**config.mk**
```make
export PLATFORM = sky130hd
export DESIGN_NAME = hwpe_job_sequencer
export DESIGN_NICKNAME = d
export VERILOG_FILES = /design/src/rtl/hwpe_ctrl_vfpu_package.sv /design/src/rtl/hwpe_job_fifo.sv /design/src/rtl/hwpe_job_sequencer.sv
export SDC_FILE = /design/constraint.sdc
export NUM_CORES = 1
export LEC_CHECK = 0
export BUFFER_PORTS_ARGS = -buffer_cell sky130_fd_sc_hd__buf_2
export CAP_MARGIN = 5
export CORE_MARGIN = 3
export CORE_UTILIZATION = 45
export DETAILED_ROUTE_END_ITERATION = 10
export PLACE_DENSITY = 0.67
export SETUP_SLACK_MARGIN = 0.2
export SYNTH_ARGS = -nofsm -noshare
export SYNTH_HDL_FRONTEND = slang
export SYNTH_SLANG_ARGS = --single-unit
```
**constraint.sdc**
```tcl
create_clock -name clk_i -period 8.55 [get_ports clk_i]
set_clock_uncertainty 0.15 [all_clocks]
set_input_delay 0.4275 -clock clk_i [delete_from_list [all_inputs] [get_ports clk_i]]
set_output_delay 0.4275 -clock clk_i [all_outputs]
set_load 0.01 [all_outputs]
```
**src/rtl/hwpe_ctrl_vfpu_package.sv**
```systemverilog
// Shared types and default widths for the VFPU HWPE job sequencer.
// job_t is sized by the SEQ_* localparams, so they must match the top-level parameters.
package hwpe_ctrl_vfpu_package;

    localparam int unsigned SEQ_NB_OPERANDS = 2;
    localparam int unsigned SEQ_N_CORES     = 2;
    localparam int unsigned SEQ_N_CONTEXT   = 2;
    localparam int unsigned SEQ_LEN_WIDTH   = 16;
    localparam int unsigned SEQ_ADDR_WIDTH  = 32;
    localparam int unsigned SEQ_OP_WIDTH    = 4;
    localparam int unsigned SEQ_CORE_WIDTH  = (SEQ_N_CORES > 1) ? $clog2(SEQ_N_CORES) : 1;

    typedef struct packed {
        logic [SEQ_CORE_WIDTH-1:0]                      core;
        logic [SEQ_LEN_WIDTH-1:0]                       len;
        logic [SEQ_OP_WIDTH-1:0]                        op;
        logic [SEQ_NB_OPERANDS-1:0]                     mask;
        logic [SEQ_NB_OPERANDS-1:0][SEQ_ADDR_WIDTH-1:0] src_addr;
        logic [SEQ_ADDR_WIDTH-1:0]                      dst_addr;
    } job_t;

    typedef enum logic [1:0] {
        IDLE,
        START,
        RUN,
        EVENT
    } seq_state_e;

endpackage

```
**src/rtl/hwpe_job_fifo.sv**
```systemverilog
// Power-of-two deep FIFO of job records with occupancy count and synchronous flush.
module hwpe_job_fifo
    import hwpe_ctrl_vfpu_package::*;
#(
    parameter int unsigned DEPTH = 2
) (
    input  logic                   clk_i,
    input  logic                   rst_i,
    input  logic                   flush_i,
    input  logic                   push_i,
    input  job_t                   data_i,
    input  logic                   pop_i,
    output job_t                   data_o,
    output logic [$clog2(DEPTH):0] count_o
);

    localparam int unsigned PTR_W = $clog2(DEPTH);
    localparam logic [PTR_W:0] FULL = DEPTH[PTR_W:0];

    job_t             mem_q [DEPTH];
    logic [PTR_W-1:0] rd_ptr_q;
    logic [PTR_W-1:0] wr_ptr_q;
    logic [PTR_W:0]   count_q;
    logic             do_push;
    logic             do_pop;

    assign do_push = push_i && (count_q < FULL);
    assign do_pop  = pop_i && (count_q != '0);
    assign data_o  = mem_q[rd_ptr_q];
    assign count_o = count_q;

    // Pointers wrap naturally because DEPTH is a power of two.
    always_ff @(posedge clk_i) begin
        if (rst_i || flush_i) begin
            rd_ptr_q <= '0;
            wr_ptr_q <= '0;
            count_q  <= '0;
        end else begin
            if (do_push) begin
                wr_ptr_q <= wr_ptr_q + 1'b1;
            end
            if (do_pop) begin
                rd_ptr_q <= rd_ptr_q + 1'b1;
            end
            case ({do_push, do_pop})
                2'b10:   count_q <= count_q + 1'b1;
                2'b01:   count_q <= count_q - 1'b1;
                default: count_q <= count_q;
            endcase
        end
    end

    always_ff @(posedge clk_i) begin
        if (do_push) begin
            mem_q[wr_ptr_q] <= data_i;
        end
    end

endmodule

```
**src/rtl/hwpe_job_sequencer.sv**
```systemverilog
// Job-level controller for the VFPU HWPE: queues decoded jobs, starts the streamers,
// collects done pulses and raises a per-core completion event; abort flushes everything.
module hwpe_job_sequencer
    import hwpe_ctrl_vfpu_package::*;
#(
    parameter int unsigned NB_OPERANDS = SEQ_NB_OPERANDS,
    parameter int unsigned N_CORES     = SEQ_N_CORES,
    parameter int unsigned N_CONTEXT   = SEQ_N_CONTEXT,
    parameter int unsigned LEN_WIDTH   = SEQ_LEN_WIDTH,
    parameter int unsigned ADDR_WIDTH  = SEQ_ADDR_WIDTH,
    parameter int unsigned OP_WIDTH    = SEQ_OP_WIDTH
) (
    input  logic                              clk_i,
    input  logic                              rst_i,
    input  logic                              abort_i,
    input  logic                              job_valid_i,
    output logic                              job_ready_o,
    input  logic [$clog2(N_CORES)-1:0]        job_core_i,
    input  logic [LEN_WIDTH-1:0]              job_len_i,
    input  logic [OP_WIDTH-1:0]               job_op_i,
    input  logic [NB_OPERANDS-1:0]            job_mask_i,
    input  logic [NB_OPERANDS*ADDR_WIDTH-1:0] job_src_addr_i,
    input  logic [ADDR_WIDTH-1:0]             job_dst_addr_i,
    output logic [NB_OPERANDS-1:0]            src_start_o,
    output logic [NB_OPERANDS*ADDR_WIDTH-1:0] src_addr_o,
    output logic                              sink_start_o,
    output logic [ADDR_WIDTH-1:0]             sink_addr_o,
    output logic [LEN_WIDTH-1:0]              len_o,
    output logic [OP_WIDTH-1:0]               vfpu_op_o,
    input  logic [NB_OPERANDS-1:0]            src_done_i,
    input  logic                              sink_done_i,
    output logic                              clear_o,
    output logic [N_CORES-1:0]                evt_o,
    output logic                              busy_o,
    output logic [$clog2(N_CONTEXT):0]        queue_cnt_o
);

    localparam int unsigned CNT_W = $clog2(N_CONTEXT) + 1;
    localparam logic [CNT_W-1:0] CTX_FULL = N_CONTEXT[CNT_W-1:0];

    seq_state_e                        state_q, state_d;
    job_t                              job_in;
    job_t                              head;
    logic                              push;
    logic                              pop;
    logic                              latch;
    logic [CNT_W-1:0]                  count;
    logic [NB_OPERANDS-1:0]            flags_src_q, flags_src_d;
    logic                              flags_sink_q, flags_sink_d;
    logic                              src_all;
    logic                              sink_all;
    logic [$clog2(N_CORES)-1:0]        core_q;
    logic [LEN_WIDTH-1:0]              len_q;
    logic [OP_WIDTH-1:0]               op_q;
    logic [NB_OPERANDS-1:0]            mask_q;
    logic [NB_OPERANDS*ADDR_WIDTH-1:0] src_addr_q;
    logic [ADDR_WIDTH-1:0]             dst_addr_q;
    logic                              clear_q;

    always_comb begin
        job_in.core     = job_core_i;
        job_in.len      = job_len_i;
        job_in.op       = job_op_i;
        job_in.mask     = job_mask_i;
        job_in.src_addr = job_src_addr_i;
        job_in.dst_addr = job_dst_addr_i;
    end

    // Ready looks only at the registered count, so a full queue refuses a push even while popping.
    assign job_ready_o = (count < CTX_FULL) && !abort_i;
    assign push        = job_valid_i && job_ready_o;

    hwpe_job_fifo #(
        .DEPTH (N_CONTEXT)
    ) i_job_fifo (
        .clk_i   (clk_i),
        .rst_i   (rst_i),
        .flush_i (abort_i),
        .push_i  (push),
        .data_i  (job_in),
        .pop_i   (pop),
        .data_o  (head),
        .count_o (count)
    );

    assign src_all  = &(flags_src_q | src_done_i | ~mask_q);
    assign sink_all = flags_sink_q | sink_done_i;

    always_comb begin
        state_d      = state_q;
        flags_src_d  = flags_src_q;
        flags_sink_d = flags_sink_q;
        latch        = 1'b0;
        pop          = 1'b0;
        src_start_o  = '0;
        sink_start_o = 1'b0;
        evt_o        = '0;
        case (state_q)
            IDLE: begin
                if (count != '0) begin
                    latch   = 1'b1;
                    state_d = START;
                end
            end
            START: begin
                flags_src_d  = '0;
                flags_sink_d = 1'b0;
                if ((len_q == '0) || (mask_q == '0)) begin
                    state_d = EVENT;
                end else begin
                    src_start_o  = mask_q;
                    sink_start_o = 1'b1;
                    state_d      = RUN;
                end
            end
            RUN: begin
                flags_src_d  = flags_src_q | (src_done_i & mask_q);
                flags_sink_d = sink_all;
                if (src_all && sink_all) begin
                    state_d = EVENT;
                end
            end
            EVENT: begin
                pop = 1'b1;
                if (32'(core_q) < N_CORES) begin
                    evt_o[core_q] = 1'b1;
                end
                state_d = IDLE;
            end
            default: state_d = IDLE;
        endcase
        // Abort overrides every pulse and sends the FSM home; the FIFO flushes in parallel.
        if (abort_i) begin
            state_d      = IDLE;
            latch        = 1'b0;
            pop          = 1'b0;
            src_start_o  = '0;
            sink_start_o = 1'b0;
            evt_o        = '0;
        end
    end

    always_ff @(posedge clk_i) begin
        if (rst_i) begin
            state_q      <= IDLE;
            flags_src_q  <= '0;
            flags_sink_q <= 1'b0;
            core_q       <= '0;
            len_q        <= '0;
            op_q         <= '0;
            mask_q       <= '0;
            src_addr_q   <= '0;
            dst_addr_q   <= '0;
            clear_q      <= 1'b0;
        end else begin
            state_q      <= state_d;
            flags_src_q  <= flags_src_d;
            flags_sink_q <= flags_sink_d;
            clear_q      <= abort_i;
            if (latch) begin
                core_q     <= head.core;
                len_q      <= head.len;
                op_q       <= head.op;
                mask_q     <= head.mask;
                src_addr_q <= head.src_addr;
                dst_addr_q <= head.dst_addr;
            end
        end
    end

    assign src_addr_o  = src_addr_q;
    assign sink_addr_o = dst_addr_q;
    assign len_o       = len_q;
    assign vfpu_op_o   = op_q;
    assign clear_o     = clear_q;
    assign busy_o      = (state_q != IDLE) || (count != '0);
    assign queue_cnt_o = count;

endmodule

```
==> metrics.cfg, run 1 <==
[status]
status = complete, no violations

[sta]
setup_violations = 0
fin_crit_ns = 3.16
finalHoldViolCount = 0
timing.hold.ws_ns = 0.0330
slew_viol_final = 0
fmax_ghz = 0.317
worst-slew-pin-transition_ns = 1.08
finalCritPeriodShare_pct = 36.9
max_slew_margin_pct = 27.9
rsz0062_at_grt = no
tns_ns = 0

[die]
core_mm2 = 0.0282
io-pin-count = 252
die_h_um = 176
num_rows = 61
dieArea_mm2 = 0.0311
initial_core_util_pct = 46.3
die_w_um = 176

[detailed_routing]
wl_met3_um = 1770
highest_layer = met4
met1_length_um = 12000
drt_iter0_drc = 395
vias = 7873
wl_met2_um = 12600
ant_nets = 0
drt-total-wl_um = 27000
drcViolationCount = 0
wire_per_inst_um = 16.7
avgViaCountPerCell = 4.87
dr.pass1.iters = 4

[synth]
seq_area_frac_synth_pct = 74.6
async_flop_share_pct = 0
synth.avg_cell_area_um2 = 15.5
syn_nets = 975
synthCells = 843
ys_seq_elements = 367
synth_edf_count = 238
synth_area_mm2 = 0.0130
ys_warn_count = 0
synth_ff_type = edfxtp_1
yosysUniqueCellTypes = 33

[clocking]
cts_root_buf = clkbuf_16
clock-sinks = 367
clk_path_buf_depth = 3
h-tree-depth = 2
clkTransAtPathRegs_ns = 0.06
hold_buffers = 119
cts_tree = done
cts_setup_buffers = 0
clk_latency_ns = 0.51
cts_resized = 0
cts_made_buffers = 38

[global_routing]
grt_max_degree = 92
grt_pass1_vias = 7905
antenna_found_initial = 1
grt_overflow_total = 0
grt_pass1_wl_um = 42200
groute.usage.overall_pct = 17.0

[worst_hold_path]
hp-class = input port to register
hold_start = sink_done_i

[power]
p_comb_share_pct = 5.1
ir_drop_v = 0.000177
p_leak_nw = 6.10
p_sw_w = 0.000760
intPower_w = 0.00307
sequentialPowerShare_pct = 51.1
switching_share_pct = 19.8
pwr_density_cell_mw_per_mm2 = 225
pwr-share-clk_pct = 43.8

[setup_path]
r2r_start = state_q[0]$_SDFFE_PP0P_
cp-start-kind = register
crit_path_start = state_q[0]$_SDFFE_PP0P_
crit_arrival_ns = 3.42
rrSetupSlack_ns = 5.39
end_kind = register
cp_max_fo = 88
required_ns = 8.81
crit_type = register to register

[layout]
ff_latch_area_mm2 = 0.00973
nets = 1339
multi_input_area_mm2 = 0.00302
area_delta_synth_final_pct = 30.8
drive_gt1_share_pct = 27.4
nFillCells = 2149

[placed_design]
hpwl_um = 16000
io_buffer_count = 251
place.gp.congestion = 0.746

[flow_run]
cap_viol_max_count = 0

cell families (layout without fill, tap and decap cells):
logic type,count (synthesis),after routing,share of synthesized area [%]
flip-flops,367,367,74.6
AO/OA/AOI/OAI,132,132,8.30
buffers and inverters,63,456,2.45
AND/OR/NAND/NOR,152,152,4.71
other,0,1,0
adder cells (fa/ha/maj),6,6,0.575
XOR/XNOR,4,4,0.269
multiplexers,119,119,9.13
worst max-delay path, cell delays in order (launching register included):
cell      delay [ns]
dfxtp_1         0.33
inv_1           0.14
ha_1            0.19
nor3b_4         0.55
buf_4           0.52
buf_4           0.76
nor2_1          0.08
a211oi_1        0.24
registers in the layout (all words and copies together), names as in the netlist:
| signal | cells |
|---|---|
| vfpu_op_o | 4 |
| i_job_fifo.wr_ptr_q | 1 |
| i_job_fifo.rd_ptr_q | 1 |
| src_addr_o | 64 |
| i_job_fifo.mem_q | 238 |
| len_o | 16 |
| mask_q | 2 |
| flags_sink_q | 1 |
| flags_src_q | 2 |
| sink_addr_o | 32 |
| core_q | 1 |
| clear_o | 1 |
| i_job_fifo.count_o | 2 |
| state_q | 2 |
final cells by class:
type,instances,area share (%)
Sequential cell,367,57.0
Clock buffer,53,6.38
Multi-Input combinational cell,413,17.7
Timing Repair Buffer,379,14.8
Inverter,8,0.176
Clock inverter,16,1.17
Antenna cell,1,0.0147
Tap cell,378,2.77
per-stage QoR:
stage | cell area, µm² | worst slack (ns) | util [%] | power, W | cells
finish | 17100 | 5.39 | 60.6 | 0.00383 | 1615
global route | 17100 | 5.04 | 60.6 | 0.00398 | 1615
CTS | 17100 | 5.40 | 60.6 | 0.00388 | 1614
detailed placement | 14600 | 5.40 | 51.8 | 0.00215 | 1426
global placement | 14600 | 5.47 | 51.8 | 0.00215 | 1426
floorplan | 13000 | 2.04 | - | 0.00208 | 843
synth_stat cells, types with 4 or more instances:
cell / count / area [µm²]
edfxtp_1: 238 / 7150
inv_1: 8 / 30.0
a211oi_2: 20 / 250
clkbuf_1: 16 / 60.1
mux2i_1: 119 / 1190
nor4_1: 4 / 25.0
ha_1: 6 / 75.1
buf_4: 9 / 67.6
a211oi_1: 100 / 751
buf_2: 28 / 140
dfxtp_1: 129 / 2580
nor2_1: 136 / 510
metal layers:
| metal | up-vias | track usage (%) |
|---|---|---|
| met5 | - | 0 |
| met4 | 0 | 5.44 |
| met3 | 58 | 4.32 |
| met2 | 206 | 27.6 |
| met1 | 3702 | 22.6 |
| li1 | 3907 | - |
path summary, 6_finish.rpt:
kind / depth (start not counted) / to
hold / removal: 3 / flags_sink_q$_SDFFE_PP0P_
setup reg to reg: 7 / src_addr_o[11]$_SDFFE_PP0P_
setup / recovery: 7 / src_addr_o[11]$_SDFFE_PP0P_
hold reg to reg: 2 / flags_sink_q$_SDFFE_PP0P_
power groups by stage:
stage | sequential [W] | clock (W) | combinational, W
6_report | 0.00196 | 0.00168 | 0.000197
5_1_grt | 0.00196 | 0.00180 | 0.000217
4_1_cts | 0.00196 | 0.00172 | 0.000200
3_5_place_dp | 0.00200 | 0 | 0.000155
3_3_place_gp | 0.00199 | 0 | 0.000151
2_1_floorplan | 0.00201 | 0 | 0.0000714
cells in the final DEF (no fill, tap or decap), types with 2 or more instances in the layout:
cell type	synthesis	routed
xor2_1	2	2
nor4_1	4	4
nand2_1	2	2
dfxtp_1	129	128
buf_4	9	10
a31oi_1	2	2
mux2i_1	119	119
clkinv_1	0	7
ha_1	6	6
clkbuf_8	0	6
clkbuf_16	0	39
a21o_1	2	2
nor3b_1	2	2
buf_2	28	250
edfxtp_1	238	238
a21oi_1	3	3
clkbuf_1	16	8
bufinv_16	0	5
clkinv_2	0	3
inv_1	8	8
nor2_1	136	135
a211oi_1	100	100
dlygate4sd3_1	0	119
a211oi_2	20	20
xnor2_1	2	2
Power figures use the tool's default switching activity.
==> run 2: changes to the inputs <==
- clock period: 8.55 -> 3.25 ns (I/O delays scaled with it)
==> run 2 against run 1 <==
Via count increased by 2.6%; largest cell class unchanged; cell count rose by 0.74%; critical endpoint is now src_start_o[1]; global-route usage grew 0.90 points; power grew to 2.6 times the previous value.
==> metrics.cfg, run 2 (synthesis results as in run 1) <==
[placed_design]
pre_cts_ws_ns = 1.03
place.gp.congestion = 0.704
numPlacedInstances = 1433
hpwl_um = 16800
io_buffer_count = 251

[global_routing]
groute.usage.overall_pct = 17.9
grt_max_degree = 120
grt_pass1_wl_um = 44300
antenna_found_initial = 0
grt_pass1_vias = 8246
grt_overflow_total = 0

[sta]
finalCritPeriodShare_pct = 72.4
fmax_ghz = 0.425
slew_viol_final = 0
max_slew_margin_pct = 42.8
finalHoldViolCount = 0
tns_ns = 0
rsz0062_at_grt = no
worst-slew-pin-transition_ns = 0.858
setup_ws_ns = 0.897
setup_violations = 0
fin_crit_ns = 2.35

[detailed_routing]
wl_met3_um = 2010
avgViaCountPerCell = 4.96
drt_iter0_drc = 441
wire_per_inst_um = 17.1
vias = 8076
dr.pass1.iters = 5
drcViolationCount = 0
wl_met2_um = 13600
drt-total-wl_um = 27800
ant_nets = 0
highest_layer = met4
met1_length_um = 11500

[setup_path]
crit_arrival_ns = 2.04
crit_chain = nor4_1 > a41oi_1 > nand3b_1 > nor2_1 > buf_2
r2r_start = state_q[0]$_SDFFE_PP0P_
cp_max_fo = 3
crit_type = register to primary output
worst_path_max_delay_cell = nor4_1
required_ns = 2.94
r2r_cells = 6
path_delay_family = simple AND/OR/NAND/NOR gates
slowest_delay_ns = 0.46
cp.depth = 5
cp-start-kind = register
crit_buf_inv = 1
rrSetupSlack_ns = 1.06
end_kind = primary output
rr_endpoint = src_addr_o[42]$_SDFFE_PP0P_

[die]
core_mm2 = 0.0282
die_h_um = 176
io-pin-count = 252
num_rows = 61
dieArea_mm2 = 0.0311
die_w_um = 176
initial_core_util_pct = 46.3

[power]
power.total_w = 0.0101
ir_drop_v = 0.000515
pwr_density_cell_mw_per_mm2 = 583
p_leak_nw = 6.18

[clocking]
cts_tree = done
clk_latency_ns = 0.51
cts_root_buf = clkbuf_16
clock-sinks = 367
clkTransAtPathRegs_ns = 0.06
cts_resized = 0
h-tree-depth = 2
cts_made_buffers = 38
clk_path_buf_depth = 3

[layout]
drive_gt1_share_pct = 28.0
area_delta_synth_final_pct = 32.5
largest_reg_flops = 238
nets = 1351
layout_commonest_cell = buf_2
mostFrequentLayoutCells = buf_2, edfxtp_1, nor2_1
diodes = 0
regMostFlops = i_job_fifo.mem_q
final_cells = 1627
final_util_pct = 61.4

[flow_run]
cap_viol_max_count = 0

[status]
status = complete, no violations

[worst_hold_path]
hp-class = input port to register
holdPathStages = 2
min_to = clear_o$_SDFF_PP0_
hold_start = rst_i

run 2: changes by cell type in the layout (fill, tap and decap cells not counted), moves of 2 or more:
cell           change
clkbuf_16          +3
clkinvlp_4         +2
dlygate4sd3_1      +5
clkbuf_1           +6
buf_4              -2
clkinv_1           -7
buf_12             +9
bufinv_16          -2
run 2: final cells by class:
type	instances	area [µm²]
multi-input cells	413	3020
inverters	8	30.0
clock inverters	9	129
repair buffers	391	2730
clock buffers	61	1170
fillers	2106	10900
flip-flops and latches	367	9730
well taps	378	473
run 2: worst reg2reg max path: stages (launching register included):
cell,delay [ns]
dfxtp_1,0.33
inv_1,0.14
ha_1,0.19
nor3b_4,0.56
buf_12,0.35
nor2_1,0.14
a211oi_1,0.24
run 2: stage by stage:
stage	area [µm²]	hold slack, ns
after floorplan	13100	0.111
after global placement	14800	0.199
after detailed placement	14800	0.204
after CTS	17300	0.0992
after global routing	17300	0.134
final	17300	0.105
run 2: what timing repair did:
| item | in CTS | in global routing |
|---|---|---|
| endpoints found under the setup margin | 0 | 0 |
| buffers inserted | 0 | 0 |
| hold buffers | 124 | 0 |
| hold endpoints to repair | 244 | 0 |
run 2: how the worst max path moves through the flow:
stage                                                  start                               end  slack, ns
after floorplan           i_job_fifo.count_o[1]$_SDFFE_PP0P_  i_job_fifo.mem_q[0][0]$_DFFE_PP_       0.24
after global placement               state_q[0]$_SDFFE_PP0P_        src_addr_o[9]$_SDFFE_PP0P_       1.10
after detailed placement             state_q[0]$_SDFFE_PP0P_       src_addr_o[10]$_SDFFE_PP0P_       1.03
after CTS                              len_o[0]$_SDFFE_PP0P_                    src_start_o[1]       0.81
after global routing                   len_o[0]$_SDFFE_PP0P_                    src_start_o[0]       0.78
final                                  len_o[0]$_SDFFE_PP0P_                    src_start_o[1]       0.90
run 2: layer usage:
layer  vias up  global-route usage, %
li1       3933                      -
met1      3846                   23.0
met2       248                   30.0
met3        49                   4.69
met4         0                   5.48
met5         -                      0
run 2: where the power goes:
group	switching, W	internal, W
registers	0.0000474	0.00510
logic	0.000277	0.000264
clock network	0.00167	0.00272
